**src/rtl/adc_spi_sampler.sv**
```systemverilog
// adc_spi_sampler: paces conversions of an external SPI ADC (CNV/SCLK/SDO)
// at a fixed sample rate and presents each result as a one-cycle strobed
// word, ready to feed the median filter's in/enable pair directly.
module adc_spi_sampler #(
    parameter int DATA_WIDTH  = 16,
    parameter int SAMPLE_DIV  = 1000,
    parameter int CONV_CYCLES = 70,
    parameter int SCLK_DIV    = 4
) (
    input  logic                  ck100m,
    input  logic                  srst_n,
    input  logic                  run,
    input  logic                  overrun_clr,
    input  logic                  adc_sdo,
    output logic                  adc_cnv,
    output logic                  adc_sclk,
    output logic [DATA_WIDTH-1:0] sample,
    output logic                  sample_enable,
    output logic                  busy,
    output logic                  overrun
);

    localparam int PCNT_W   = (SAMPLE_DIV > 1) ? $clog2(SAMPLE_DIV) : 1;
    localparam int CNT_MAX  = (CONV_CYCLES > SCLK_DIV) ? CONV_CYCLES : SCLK_DIV;
    localparam int CNT_W    = $clog2(CNT_MAX + 1);
    localparam int HALVES   = 2 * DATA_WIDTH;
    localparam int HALF_W   = $clog2(HALVES);

    typedef enum logic [1:0] {
        IDLE,
        CONV,
        SHIFT,
        DONE
    } state_t;

    state_t                state;
    state_t                state_next;
    logic [PCNT_W-1:0]     pcnt;
    logic [CNT_W-1:0]      cnt;
    logic [CNT_W-1:0]      cnt_next;
    logic [HALF_W-1:0]     halves;
    logic [HALF_W-1:0]     halves_next;
    logic [DATA_WIDTH-1:0] shreg;
    logic [DATA_WIDTH-1:0] shreg_next;
    logic                  cnv_next;
    logic                  sclk_next;
    logic [DATA_WIDTH-1:0] sample_next;
    logic                  strobe_next;
    logic                  tick;

    // A tick fires whenever run is high and the period counter sits at zero,
    // so the very first cycle with run high starts a conversion.
    assign tick = run && (pcnt == '0);

    // Sample-rate period counter: free-runs and wraps while run is high and
    // is parked at zero otherwise.
    always_ff @(posedge ck100m) begin
        if (!srst_n) begin
            pcnt <= '0;
        end else if (!run) begin
            pcnt <= '0;
        end else if (pcnt == PCNT_W'(SAMPLE_DIV - 1)) begin
            pcnt <= '0;
        end else begin
            pcnt <= pcnt + PCNT_W'(1);
        end
    end

    // Frame sequencer: next state plus the next values of every registered
    // output, so adc_cnv/adc_sclk/sample_enable come straight from flops.
    always_comb begin
        state_next  = state;
        cnt_next    = cnt;
        halves_next = halves;
        shreg_next  = shreg;
        cnv_next    = adc_cnv;
        sclk_next   = adc_sclk;
        sample_next = sample;
        strobe_next = 1'b0;
        case (state)
            IDLE: begin
                if (tick) begin
                    state_next = CONV;
                    cnv_next   = 1'b1;
                    cnt_next   = '0;
                end
            end
            CONV: begin
                if (cnt == CNT_W'(CONV_CYCLES - 1)) begin
                    state_next  = SHIFT;
                    cnv_next    = 1'b0;
                    cnt_next    = '0;
                    halves_next = '0;
                    sclk_next   = 1'b0;
                end else begin
                    cnt_next = cnt + CNT_W'(1);
                end
            end
            SHIFT: begin
                if (cnt == CNT_W'(SCLK_DIV - 1)) begin
                    cnt_next = '0;
                    if (halves == HALF_W'(HALVES - 1)) begin
                        state_next  = DONE;
                        sclk_next   = 1'b0;
                        strobe_next = 1'b1;
                        sample_next = shreg;
                    end else begin
                        halves_next = halves + HALF_W'(1);
                        sclk_next   = ~adc_sclk;
                        if (!adc_sclk) begin
                            shreg_next = DATA_WIDTH'({shreg, adc_sdo});
                        end
                    end
                end else begin
                    cnt_next = cnt + CNT_W'(1);
                end
            end
            DONE: begin
                state_next = IDLE;
            end
            default: begin
                state_next = IDLE;
            end
        endcase
    end

    // State and datapath registers; reset aborts any frame without a strobe.
    always_ff @(posedge ck100m) begin
        if (!srst_n) begin
            state         <= IDLE;
            cnt           <= '0;
            halves        <= '0;
            shreg         <= '0;
            adc_cnv       <= 1'b0;
            adc_sclk      <= 1'b0;
            sample        <= '0;
            sample_enable <= 1'b0;
            busy          <= 1'b0;
        end else begin
            state         <= state_next;
            cnt           <= cnt_next;
            halves        <= halves_next;
            shreg         <= shreg_next;
            adc_cnv       <= cnv_next;
            adc_sclk      <= sclk_next;
            sample        <= sample_next;
            sample_enable <= strobe_next;
            busy          <= (state_next != IDLE);
        end
    end

    // Sticky overrun: a tick that lands on a busy sequencer is dropped and
    // flagged; a set in the same cycle as a clear wins.
    always_ff @(posedge ck100m) begin
        if (!srst_n) begin
            overrun <= 1'b0;
        end else if (tick && (state != IDLE)) begin
            overrun <= 1'b1;
        end else if (overrun_clr) begin
            overrun <= 1'b0;
        end
    end

endmodule

```
**config.mk**
```make
export PLATFORM = sky130hd
export DESIGN_NAME = adc_spi_sampler
export DESIGN_NICKNAME = d
export VERILOG_FILES = /design/src/rtl/adc_spi_sampler.sv
export SDC_FILE = /design/constraint.sdc
export NUM_CORES = 1
export LEC_CHECK = 0
export ABC_AREA = 1
export CORE_ASPECT_RATIO = 0.6
export CORE_MARGIN = 10
export CORE_UTILIZATION = 63
export CTS_BUF_LIST = sky130_fd_sc_hd__clkbuf_2
export CTS_CLUSTER_SIZE = 25
export DETAILED_ROUTE_END_ITERATION = 10
export PLACE_DENSITY = 0.88
export SYNTH_ARGS = -nofsm -noshare
export SYNTH_HDL_FRONTEND = slang
export SYNTH_SLANG_ARGS = --single-unit
```
**constraint.sdc**
```tcl
create_clock -name ck100m -period 2.3 [get_ports ck100m]
set_input_delay 0.46 -clock ck100m [delete_from_list [all_inputs] [get_ports ck100m]]
set_output_delay 0.46 -clock ck100m [all_outputs]
set_load 0.02 [all_outputs]
```
# Yosys cells after proc, flatten, opt, wreduce, memory -nomap -nowiden
# Cells that the tools add are included.
# word_totals
output_inout_bits,21
regBits,61
elab_cells,69
# op_classes
reduce_logical,18
bitwise_logic,4
eq_ne,11
add_sub_neg,3
mux,22
# op_table
cell,count
two-way mux 7 bit,3
one-hot mux 7 bit (3 select lines),1
two-way mux 5 bit,3
AND reduction 3 bit,4
adder 10 x 1 -> 10 bit (second input constant),1
== test 10 bit (second input constant),1
logical NOT 10 bit,1
one-hot mux 5 bit (2 select lines),1
nonzero test 2 bit,5
two-way mux 2 bit,4
!= test 2 bit (second input constant),4
one-hot mux 2 bit (4 select lines),1
AND reduction 4 bit,2
adder 7 x 1 -> 7 bit (second input constant),1
== test 7 x 2 -> 1 bit (second input constant),1
== test 7 bit (second input constant),1
two-way mux 1 bit,7
adder 5 x 1 -> 5 bit (second input constant),1
== test 5 bit (second input constant),1
== test 2 bit (second input constant),2
NOT 1 bit,4
one-hot mux 1 bit (2 select lines),2
nonzero test 3 bit,1
OR reduction 3 bit,1
other kinds (4),5

# Depth between registers and ports, before layout
# Gate-level depths: netlist (run 1).
# depth
ltp_word,5
ltp_mapped,10

# Least setup slack after synthesis (run 1)
# No wires, ideal clock.
# synth_path
path_kind,register to register
startpoint,reg halves[0]
endpoint,reg shreg[10]
path_buffers,1
path_slack_ps,725
stages_incl_launch_ff,11
required_ps,2230
arrival_ps,1505
path_cell_list,dfxtp_1 -> ha_1 -> nand2_1 -> nor2_1 -> ha_1 -> nor2_1 -> nand2_1 -> nor2_2 -> buf_2 -> o21ai_0 -> a21oi_1
# synth_between
elab_chain_len,3
# synth_rtl
element,line,source
start: declaration,41,logic [HALF_W-1:0] halves;
start signal: assignment,142,halves <= halves_next;
== test 5 bit,102,if (halves == HALF_W'(HALVES - 1)) begin
NOT 1 bit (no source line),n/a,
AND reduction 4 bit (no source line),n/a,
end signal: assignment,143,shreg <= shreg_next;
end: declaration,43,logic [DATA_WIDTH-1:0] shreg;
# Every way passes these cells.
# A chain may end at the register's enable or synchronous reset.

# Worst setup path in the final report (run 1)
# layout_path
startpoint,reg adc_sclk
endpoint,out adc_sclk
# layout_lines
element,line,source
start: declaration,16,"output logic adc_sclk,"
start signal: assignment,145,adc_sclk <= sclk_next;
# No word-level cell between the ends.

==> results.toml, run 1 <==
[outcome]
result_of_the_run = "finished, final reports clean"

[yosys]
fraction_of_the_mapped_netlist_area_in_compound_gates = 0.173
synth_area_per_cell_um2 = 7.61
synth.ff_latch_count = 61
yosys.area_share.adder = 0.0464
cell_area_synth_mm2 = 0.00270
synth_mux_area_frac = 0
netlist-cell-type-count = 30
xor_and_xnor_fraction_of_the_mapped_netlist_area = 0.0130
synth-simple-area-share = 0.222
synth.net_count = 369
dominant_combinational_cell_family_by_area_after_synthesis = "simple AND/OR/NAND/NOR gates"
number_of_warnings_reported_in_the_yosys_synthesis_log = 0
synth.yosys.seq_area_share = 0.453
synth_cells = 354

[global_routing]
track_usage = 0.161
largest_net_degree_at_the_start_of_global_routing = 32
grt_first_pass_wirelength_mm = 10.1
grt_pass1_vias = 2220
globalRoute.totalOverflow = 0
grt_antenna_before_repair = 0

[timing]
timing.final.crit_period_ps = 1960
timing.final.crit_share = 0.850
fmax_mhz = 511
rsz_0062_raised_after_global_routing = "no"
timing.final.hold_violations = 0
report.final.setup_viol = 0
worst-slew-pin-transition_ps = 519
timing.setup.tns_ps = 0
final.setup_skew_ps = 20.9
max_slew_margin = 0.651
final_max_slew_viol_count = 0

[drt]
num_vias = 2405
detail_route.vias_per_cell = 5.37
remaining_drc_errors = 0
drt_wl_total_mm = 5.89
drt_iter0_drc = 201
ant_nets = 0
post_drt_wl_per_cell_um = 13.1
drt_first_pass_iters = 7

[cells_and_area]
layoutNonFillerInstCount = 448
finalNetCount = 398
fill_cell_instance_count_of_the_final_layout = 305
most_frequent_standard_cell_in_the_layout_excluding_fill_and_tap_cells = "sky130_fd_sc_hd__dfxtp_1"
sequential_cell_area_mm2 = 0.00122
most-common-layout-cells = "sky130_fd_sc_hd__dfxtp_1, sky130_fd_sc_hd__inv_1, sky130_fd_sc_hd__a21oi_1"
area_delta_synth_final_pct = 18.8
drive_gt1_frac = 0.0902
n_antenna_cell = 0
multi_input_comb_area_mm2 = 0.00122

[cts]
clock_sinks = 61
cts.hold.buffers_added = 0
inserted_clock_buffers = 9
clock_tree.htree_level_count = 3
clock_tree_from_tritoncts = "yes"
cts_setup_buffers = 0
cts-root-to-sink-buffers = 2
worstSkewPairLatency_ps = 490
ctsRootBufferMaster = "sky130_fd_sc_hd__clkbuf_2"
cts_repair_resize_count = 0
cts.clk_slew.worst_paths_ps = 180

[power]
peakVddDrop_uv = 555
power.static_leakage_nw = 1.25
power.density_mw_per_mm2 = 733

[floorplanning]
die-area_mm2 = 0.00738
core_mm2 = 0.00412
floorplan.die.height_um = 70.7
floorplan.initialDensity = 0.654
dieWidth_um = 104
placementRows = 18
io-pin-count = 26

[min_path]
worst_hold_path.num_cells = 2
holdCritPathClass = "flop to flop"

[critical_path]
worstRegToRegCells = 9
critPathSlowestCell = "sky130_fd_sc_hd__clkdlybuf4s50_1"
worstSetupStartpointType = "flop"
critical_path_arrival_ps = 1500
crit_buf_inv = 1
critPathKind = "flop to output pin"
cp_cell_sequence = "clkdlybuf4s50_1"
cp_num_cells = 1
slowest_delay_ps = 620
family_with_the_most_delay_on_the_worst_path = "buffers and inverters"
worst-endpoint-required_ps = 1840
critical_path_endpoint_category = "output pin"
critPathMaxFanout = 3

[placement]
post-dp-hpwl_mm = 4.14
gp_routability_congestion = 0.875
post-place-cells = 432
portBuffers = 25

[flow_run]
max_cap_viol_count = 0
-- state kept, by name, summed over array words and instances, names as in the netlist --
signal / count
adc_cnv: 1
sample_enable: 1
cnt: 7
adc_sclk: 1
shreg: 16
halves: 5
overrun: 1
sample: 16
state: 2
pcnt: 10
busy: 1
-- cell type report --
cell class              instances  area share
inverters                      50      0.0586
flip-flops and latches         61       0.381
clock inverters                 7      0.0504
well taps                      60      0.0234
repair buffers                 30      0.0898
clock buffers                   9      0.0141
multi-input cells             231       0.382
-- cell usage after synthesis --
library cell	number	share of area
sky130_fd_sc_hd__a21oi_1	46	0.085
sky130_fd_sc_hd__a21oi_4	1	0.0060
sky130_fd_sc_hd__a31o_2	1	0.0033
sky130_fd_sc_hd__and3_1	1	0.0023
sky130_fd_sc_hd__buf_2	4	0.0074
sky130_fd_sc_hd__buf_4	3	0.0084
sky130_fd_sc_hd__clkbuf_1	5	0.0070
sky130_fd_sc_hd__clkinv_1	1	0.0014
sky130_fd_sc_hd__dfxtp_1	61	0.45
sky130_fd_sc_hd__ha_1	10	0.046
sky130_fd_sc_hd__inv_1	48	0.067
sky130_fd_sc_hd__inv_2	1	0.0014
sky130_fd_sc_hd__nand2_1	42	0.058
sky130_fd_sc_hd__nand2_2	4	0.0093
sky130_fd_sc_hd__nand2_4	2	0.0084
sky130_fd_sc_hd__nand3_1	22	0.041
sky130_fd_sc_hd__nand3_2	1	0.0037
sky130_fd_sc_hd__nand3b_1	2	0.0056
sky130_fd_sc_hd__nand4_1	3	0.0070
sky130_fd_sc_hd__nor2_1	33	0.046
sky130_fd_sc_hd__nor2_2	3	0.0070
sky130_fd_sc_hd__nor2_4	2	0.0084
sky130_fd_sc_hd__nor3_1	8	0.015
sky130_fd_sc_hd__nor3b_1	2	0.0056
sky130_fd_sc_hd__nor4_1	1	0.0023
sky130_fd_sc_hd__o21ai_0	40	0.074
sky130_fd_sc_hd__o21ai_1	1	0.0019
sky130_fd_sc_hd__o22ai_1	1	0.0023
sky130_fd_sc_hd__or2_0	1	0.0023
sky130_fd_sc_hd__xor2_1	4	0.013
-- kinds of logic after synthesis --
logic type	Yosys count
and+or+nand+nor	127
AOI/OAI and AO/OA	90
buffers and inverters	62
DFF	61
adders and majority gates	10
xor gates and xnor gates	4
-- final timing paths --
kind | from | endpoint | slack [ps]
max reg2reg | halves[0] | sample[10] | 390
min | shreg[1] | sample[1] | 470
min reg2reg | shreg[1] | sample[1] | 470
max | adc_sclk | adc_sclk | 340
-- power by group --
group	internal, mW	total, mW	switching [mW]
registers	1.07	1.09	0.0141
logic	0.0617	0.178	0.116
clock network	0.683	1.08	0.402
-- metrics by stage --
step	power [mW]	area (µm²)	hold slack, ps	worst slack, ps	util
after global placement	1.28	3000	452	451	0.727
final	2.35	3200	471	344	0.777
after detailed placement	1.28	3000	456	378	0.727
after CTS	2.36	3200	463	300	0.777
after floorplan	1.23	2700	441	725	-
after global routing	2.42	3200	500	141	0.777
-- routing by layer --
layer | routed length [µm] | GRT usage
met3 | 333 | 0.0506
met4 | 68 | 0.0707
met5 | 0 | 0
met2 | 2680 | 0.251
met1 | 2810 | 0.203
-- worst reg2reg max path, cell delays in order (launching register included) --
cell                      delay, ps
sky130_fd_sc_hd__dfxtp_1        420
sky130_fd_sc_hd__ha_1           190
sky130_fd_sc_hd__nand2_1         70
sky130_fd_sc_hd__nor2_1         100
sky130_fd_sc_hd__ha_1           230
sky130_fd_sc_hd__nand2_1        110
sky130_fd_sc_hd__nor2_4         260
sky130_fd_sc_hd__buf_4          230
sky130_fd_sc_hd__o21ai_0        110
sky130_fd_sc_hd__a21oi_1        130
Power figures use the tool's default switching activity.
==> run 2, diff against run 1 <==
Settings changed: CORE_UTILIZATION 63 to 60, CTS_BUF_LIST sky130_fd_sc_hd__clkbuf_2 to sky130_fd_sc_hd__clkbuf_8 sky130_fd_sc_hd__clkbuf_16, PLACE_DENSITY 0.88 to 0.84.
==> results.toml, run 2 (same netlist as run 1, synthesis figures left out) <==
[cells_and_area]
final_area_mm2 = 0.00321
sequential_cell_area_mm2 = 0.00122
layoutNonFillerInstCount = 447
n_antenna_cell = 0
fill_cell_instance_count_of_the_final_layout = 324
finalCoreUtilization = 0.763
drive_gt1_frac = 0.0904
most-common-layout-cells = "sky130_fd_sc_hd__dfxtp_1, sky130_fd_sc_hd__inv_1, sky130_fd_sc_hd__a21oi_1"
biggestRegsByFlops = "sample (16), shreg (16), pcnt (10)"
multi_input_comb_area_mm2 = 0.00122
finalNetCount = 397
most_frequent_standard_cell_in_the_layout_excluding_fill_and_tap_cells = "sky130_fd_sc_hd__dfxtp_1"
area_delta_synth_final_pct = 19.2

[outcome]
result_of_the_run = "finished, final reports clean"

[floorplanning]
dieWidth_um = 107
io-pin-count = 26
die-area_mm2 = 0.00766
core_mm2 = 0.00421
floorplan.initialDensity = 0.640
floorplan.die.height_um = 71.9
placementRows = 18

[cts]
clock_tree.htree_level_count = 3
cts-root-to-sink-buffers = 2
cts_repair_resize_count = 0
cts.hold.buffers_added = 0
worstSkewPairLatency_ps = 340
ctsRootBufferMaster = "sky130_fd_sc_hd__clkbuf_8"
cts.clk_slew.worst_paths_ps = 70
cts_setup_buffers = 0
clock_sinks = 61
clock_tree_from_tritoncts = "yes"
inserted_clock_buffers = 9

[power]
power_frac_seq = 0.467
power.density_mw_per_mm2 = 723
p_switching_mw = 0.554
power.static_leakage_nw = 1.24
switching_share = 0.238
peakVddDrop_uv = 530
cellInternalPower_mw = 1.77
combinationalPowerShare = 0.077
clockPowerShare = 0.456

[timing]
final.setup_skew_ps = 4.64
fin_hold_ws_ps = 461
timing.final.crit_period_ps = 1920
max_slew_margin = 0.673
report.final.setup_viol = 0
timing.setup.tns_ps = 0
timing.final.hold_violations = 0
rsz_0062_raised_after_global_routing = "no"
worst-slew-pin-transition_ps = 487
final_max_slew_viol_count = 0
timing.final.crit_share = 0.834
fmax_mhz = 521

[critical_path]
worstSetupStartpointType = "flop"
worstRegToRegCells = 9
regToRegSetupSlack_ps = 380
worst-endpoint-required_ps = 2570
critPathKind = "flop to flop"
timing.rr.end = "sample[12]"
critical_path.reg2reg.startpoint = "halves[0]"
critical_path_arrival_ps = 2190
family_with_the_most_delay_on_the_worst_path = "simple AND/OR/NAND/NOR gates"
critPathMaxFanout = 29
slowest_delay_ps = 390
cp_cell_sequence = "ha_1 -> nand2_1 -> nor2_1 -> ha_1 -> nand2_1 -> nor2_4 -> buf_4 -> o21ai_0 -> a21oi_1"
critPathSlowestCell = "sky130_fd_sc_hd__dfxtp_1"
crit_buf_inv = 1
critical_path_endpoint_category = "flop"

[min_path]
worst_hold_path.endpoint = "sample[10]"
worst_hold_startpoint = "shreg[10]"
worst_hold_path.num_cells = 2
holdCritPathClass = "flop to flop"

[drt]
post_drt_wl_per_cell_um = 13.0
drt_first_pass_iters = 5
drt_wl_total_mm = 5.82
detail_route.vias_per_cell = 5.23
ant_nets = 0
num_vias = 2338
met3WireLength_um = 432
remaining_drc_errors = 0
wl_on_met1_mm = 2.78
maxUsedRoutingLayer = "met4"
met2_length_mm = 2.53
drt_iter0_drc = 149

[flow_run]
max_cap_viol_count = 0

[placement]
portBuffers = 25
cell_area_reported_after_detailed_placement_mm2 = 0.00299
post-place-cells = 431
post-dp-hpwl_mm = 4.08
gp_routability_congestion = 0.913

[global_routing]
grt_pass1_vias = 2148
largest_net_degree_at_the_start_of_global_routing = 32
track_usage = 0.161
grt_antenna_before_repair = 0
grt_first_pass_wirelength_mm = 10.1
globalRoute.totalOverflow = 0
## run 2: cell count changes in the layout (fill, tap and decap cells not counted)
cell                        delta
sky130_fd_sc_hd__clkbuf_8     +10
sky130_fd_sc_hd__clkbuf_2      -9
sky130_fd_sc_hd__bufinv_16     -3
sky130_fd_sc_hd__clkinv_2      +2
sky130_fd_sc_hd__buf_4         -1
sky130_fd_sc_hd__clkinv_1      -1
sky130_fd_sc_hd__clkinv_4      +1
## run 2: per-stage QoR
stage               setup slack, ps  total power [mW]
floorplan                       725              1.23
global placement                450              1.28
detailed placement              403              1.28
CTS                             363              2.34
global route                    234              2.42
finish                          381              2.32
## run 2: cell type report
class / count / share of cell area
multi-input cells: 231 / 0.381
flip-flops and latches: 61 / 0.380
repair buffers: 29 / 0.0872
inverters: 50 / 0.0584
clock buffers: 10 / 0.0428
clock inverters: 6 / 0.0269
well taps: 60 / 0.0234
## run 2: layer usage
layer,global-route usage,vias to the layer above
li1,-,1211
met1,0.205,1051
met2,0.239,68
met3,0.0679,8
met4,0.0583,0
met5,0,-
## run 2: how the worst max path moves through the flow
stage                 end      start  cells after the start  slack, ps
2_1_floorplan   shreg[10]  halves[0]                     10        720
3_3_place_gp       cnt[1]        run                      8        450
3_5_place_dp       cnt[0]        run                      8        400
4_1_cts        sample[12]  halves[0]                      9        360
5_1_grt        sample[12]  halves[0]                      9        230
6_report       sample[12]  halves[0]                      9        380
## run 2: worst min-delay path: cells and delay by family (launching register included)
kind	cells	cell delay, ps
flip-flops	1	310
AO/OA/AOI/OAI	1	50
buffers and inverters	1	60
## run 2: power groups by stage
stage	Sequential, mW	Clock (mW)	Combinational, mW
after floorplan	1.11	0	0.117
after global placement	1.11	0	0.170
after detailed placement	1.11	0	0.174
after CTS	1.08	1.08	0.175
after global routing	1.09	1.13	0.199
final	1.08	1.06	0.178
==> run 3, diff against run 2 <==
Settings changed: CORE_UTILIZATION 60 to 51, PLACE_DENSITY 0.84 to 0.76.
Clock period 2.3 ns to 1.57 ns, I/O delays scaled along.
==> results.toml, run 3 (same netlist as run 1, synthesis figures left out) <==
[power]
design_power_total_mw = 3.39
power_frac_seq = 0.468
clockPowerShare = 0.429
combinationalPowerShare = 0.103
p_switching_mw = 0.902
power.density_mw_per_mm2 = 872
peakVddDrop_uv = 425
cellInternalPower_mw = 2.49
power.static_leakage_nw = 1.61
switching_share = 0.266

[timing]
worst-slew-pin-transition_ps = 421
rsz_0062_raised_after_global_routing = "yes"
report.final.setup_viol = 39
timing.final.crit_share = 1.05
timing.final.hold_violations = 0
max_slew_margin = 0.717
final_max_slew_viol_count = 0
fmax_mhz = 606
final.setup_skew_ps = 10.6
timing.final.crit_period_ps = 1650
layout_setup_ws_ps = -79.1

[drt]
drt_wl_total_mm = 7.81
met2_length_mm = 3.66
post_drt_wl_per_cell_um = 15.9
maxUsedRoutingLayer = "met4"
drt_first_pass_iters = 5
wl_on_met1_mm = 3.41
met3WireLength_um = 613
num_vias = 2659
remaining_drc_errors = 0
ant_nets = 0
drt_iter0_drc = 305
detail_route.vias_per_cell = 5.42

[min_path]
worst_hold_path.num_cells = 1
worst_hold_startpoint = "pcnt[0]"
holdCritPathClass = "flop to flop"
worst_hold_path.endpoint = "pcnt[0]"

[critical_path]
worstSetupStartpointType = "flop"
timing.rr.end = "shreg[11]"
critical_path.reg2reg.startpoint = "halves[1]"
critical_path_arrival_ps = 1930
critical_path_endpoint_category = "flop"
critPathKind = "flop to flop"
worst-endpoint-required_ps = 1850
regToRegSetupSlack_ps = -80
critPathMaxFanout = 7
worstRegToRegCells = 10

[floorplanning]
core_mm2 = 0.00508
dieWidth_um = 114
die-area_mm2 = 0.00869
io-pin-count = 26
floorplan.initialDensity = 0.531
placementRows = 20
floorplan.die.height_um = 76.3

[global_routing]
globalRoute.totalOverflow = 0
track_usage = 0.174
grt_first_pass_wirelength_mm = 12.6
grt_pass1_vias = 2590
largest_net_degree_at_the_start_of_global_routing = 28
grt_antenna_before_repair = 0

[placement]
post-place-cells = 458
portBuffers = 25
post-dp-hpwl_mm = 4.43
gp_routability_congestion = 0.899

[outcome]
result_of_the_run = "finished with violations"
failing_checks = "setup timing"

[cells_and_area]
area_delta_synth_final_pct = 44.2
most_frequent_standard_cell_in_the_layout_excluding_fill_and_tap_cells = "sky130_fd_sc_hd__dfxtp_1"
sequential_cell_area_mm2 = 0.00123
drive_gt1_frac = 0.320
finalNetCount = 435
fill_cell_instance_count_of_the_final_layout = 334
n_antenna_cell = 0
multi_input_comb_area_mm2 = 0.00152
layoutNonFillerInstCount = 491
biggestRegsByFlops = "sample (16), shreg (16), pcnt (10)"
finalCoreUtilization = 0.765
most-common-layout-cells = "sky130_fd_sc_hd__dfxtp_1, sky130_fd_sc_hd__inv_1, sky130_fd_sc_hd__nand2_1"

[cts]
clock_tree_from_tritoncts = "yes"
inserted_clock_buffers = 9
worstSkewPairLatency_ps = 350
clock_tree.htree_level_count = 3
cts.clk_slew.worst_paths_ps = 70
ctsRootBufferMaster = "sky130_fd_sc_hd__clkbuf_8"
cts-root-to-sink-buffers = 2
clock_sinks = 61

[flow_run]
max_cap_viol_count = 0
==> run 3: final cells by class <==
class                   instances  area share
clock buffers                  10      0.0354
clock inverters                 6      0.0177
inverters                      50      0.0489
multi-input cells             231       0.391
flip-flops and latches         61       0.317
well taps                      66      0.0212
repair buffers                 67       0.168
==> run 3: what timing repair did <==
action | CTS | global route
setup buffers | 8 | 5
endpoints found under the setup margin | 66 | 49
pin swaps | 18 | 16
gates cloned | 7 | 0
gates resized for setup | 113 | 36
hold buffers | 0 | 0
==> run 3: through the flow <==
| stage | setup TNS, ps | worst slack (ps) | hold WS (ps) | area (µm²) |
|---|---|---|---|---|
| 5_1_grt | -4330 | -141 | 491 | 3890 |
| 4_1_cts | -1330 | -81.3 | 480 | 3710 |
| 3_5_place_dp | -4110 | -188 | 459 | 3180 |
| 2_1_floorplan | 0 | 6.15 | 441 | 2700 |
| 3_3_place_gp | -2450 | -124 | 457 | 3180 |
| 6_report | -1640 | -79.1 | 468 | 3890 |
==> run 3: how the worst max path moves through the flow <==
| stage | startpoint | end | slack [ps] | cells after the start |
|---|---|---|---|---|
| final | halves[1] | shreg[11] | -80 | 10 |
| after global routing | halves[1] | shreg[11] | -140 | 10 |
| after CTS | halves[1] | sample[3] | -80 | 10 |
| after detailed placement | run | cnt[1] | -190 | 8 |
| after global placement | run | cnt[1] | -120 | 8 |
| after floorplan | halves[0] | shreg[12] | 6 | 10 |
==> run 3: layer usage <==
layer  vias up  global-route usage
met5         -                   0
met4         0              0.0648
met3        17              0.0566
met2       100               0.265
met1      1256               0.221
li1       1286                   -
==> run 3: power groups by stage <==
stage               Clock, mW  Combinational [mW]  Sequential, mW
global placement            0               0.300            1.62
CTS                      1.46               0.314            1.59
global route             1.52               0.379            1.59
finish                   1.45               0.350            1.59
floorplan                   0               0.171            1.63
detailed placement          0               0.306            1.62
==> run 3: critical path, cell delays in order (launching register included) <==
cell                      delay (ps)
sky130_fd_sc_hd__dfxtp_2         340
sky130_fd_sc_hd__ha_4            170
sky130_fd_sc_hd__nand2_4          60
sky130_fd_sc_hd__nor2_4           40
sky130_fd_sc_hd__ha_4            180
sky130_fd_sc_hd__nor2_4          130
sky130_fd_sc_hd__nand2_4          70
sky130_fd_sc_hd__nor2_4          210
sky130_fd_sc_hd__buf_6           190
sky130_fd_sc_hd__o21ai_2          70
sky130_fd_sc_hd__a21oi_2         120
==> RTL edit: new RTL, flow settings as in run 1 <==
The parameter `SAMPLE_DIV` goes from 1000 to 4000.
--- a/src/rtl/adc_spi_sampler.sv
+++ b/src/rtl/adc_spi_sampler.sv
@@ -3,7 +3,7 @@
 // word, ready to feed the median filter's in/enable pair directly.
 module adc_spi_sampler #(
     parameter int DATA_WIDTH  = 16,
-    parameter int SAMPLE_DIV  = 1000,
+    parameter int SAMPLE_DIV  = 4000,
     parameter int CONV_CYCLES = 70,
     parameter int SCLK_DIV    = 4
 ) (
Behaviour: same outputs for any inputs over 10 cycles, from zero or initial values and one cycle with srst_n low; that may be too few to reach the edited logic, so the function may still have changed.
==> RTL edit against run 1 <==
Die area is 3.7% higher. Synthesized cell count up 7.6%. Wire length rose by 7.6%. Worst setup slack worse by 0.054 ns. First-iteration DRC count up 54%. Clock skew grew 0.0038 ns. Fmax decreased by 2.7%. Power shrank 11%. Final area rose by 1.2%. Synthesized area rose by 4.9%. Sequential cell count is 2 higher. Count of clock-buffer cells in the layout is the same.
==> RTL edit: results (changes against run 1) <==
[run_status]
status=finished, final reports clean

[global_routing]
grt_use_total=0.174  ; +0.0130
grt_pass1_vias=2363  ; +6.4%
grt_max_degree=34  ; +6.3%

[place]
dp.cells=457  ; +5.8%
postPlaceCellArea_mm2=0.00310  ; +3.4%
pre_cts_slack_ns=0.362  ; -0.0159 ns
dpl.hpwl_um=4410  ; +6.6%

[logic_synthesis]
seq_area_frac_synth=0.446  ; -0.00709
synth_commonest_cells=63 x dfxtp_1, 58 x nand2_1, 54 x inv_1
syn-instance-count=381  ; +7.6%
synth_cell_types=29  ; -3.3%
synth_area_leaders=dfxtp_1 45%, a21oi_1 7.8%, nand2_1 7.7%

[worst_setup_path]
regToRegEndpoint=shreg[6]
cp_data_arrival_time_ns=2.45  ; +0.95 ns
crit_fanout=31  ; +28
reg2reg_slack_ns=0.29  ; -0.10 ns

[final_layout]
final_nets=423  ; +6.3%
reg_top3=sample x16, shreg x16, pcnt x12
layout.cells.non_filler=473  ; +5.6%
drive_above_1_share=0.0823  ; -0.00788

[clock_network]
cts.clk_slew.worst_paths_ns=0.20  ; +0.02 ns
clk_latency_ns=0.51  ; +0.02 ns

[hold_path]
hp-start=shreg[13]
min_to=shreg[14]

[routing]
drt-initial-drc-count=309  ; +54%
met3WireLength_um=587  ; +76%
wl_met1_um=2920  ; +4.2%
wirelength_um=6330  ; +7.6%
drtPass1Iterations=5  ; -2
wl_met2_um=2730  ; +1.7%

[power]
power.leakage_nw=1.29  ; +3.3%
ir_worst_vdd_mv=0.537  ; -3.2%

[sta]
worstMarginPinSlew_ns=0.549  ; +0.0303 ns

-- RTL edit: cell count changes after synthesis, sizes merged, moves of 3 or more --
cell   delta
nand2    +14
a21oi     -3
inv       +7
nor2     +10
-- RTL edit: cells by family (layout without fill, tap and decap cells) --
family,after synthesis,after routing,synth area share
compound gates,85,85,0.153
xor+xnor,3,3,0.00929
fa+ha+maj,10,10,0.0442
buf+inv,70,102,0.104
flops,63,63,0.446
simple gates,150,150,0.244
-- RTL edit: metal layers --
| layer | vias to the layer above | global-route usage |
|---|---|---|
| li1 | 1279 | - |
| met1 | 1150 | 0.223 |
| met2 | 107 | 0.261 |
| met3 | 9 | 0.0697 |
| met4 | 0 | 0.0613 |
| met5 | - | 0 |
-- RTL edit: critical path, stage by stage, from the launching register on --
cell and delay, ns:
dfxtp_1 0.38, ha_1 0.22, nand2_1 0.09, nor2_1 0.05
ha_1 0.22, nor2_4 0.14, nand2_2 0.09, nor2_4 0.47
o21ai_0 0.15, a21oi_1 0.14
-- RTL edit: area by class of cell --
type,count,area (um2)
well taps,60,75.1
multi-input cells,248,1270
fillers,319,971
clock inverters,7,96.3
inverters,58,218
flip-flops and latches,63,1260
repair buffers,28,273
clock buffers,9,45.0
-- RTL edit: power breakdown --
group	internal [mW]	total, mW	switching, mW	leakage [nW]
combinational	0.0620	0.182	0.120	0.702
sequential	1.11	1.12	0.0129	0.509
clock	0.361	0.794	0.433	0.0762
total	1.53	2.10	0.567	1.29
-- RTL edit: worst max-delay path by stage --
stage,from,depth (start not counted),to
2_1_floorplan,halves[0],10,shreg[12]
3_3_place_gp,run,12,cnt[0]
3_5_place_dp,halves[0],9,shreg[5]
4_1_cts,adc_sclk,1,adc_sclk
5_1_grt,halves[0],9,shreg[7]
6_report,halves[0],9,shreg[6]
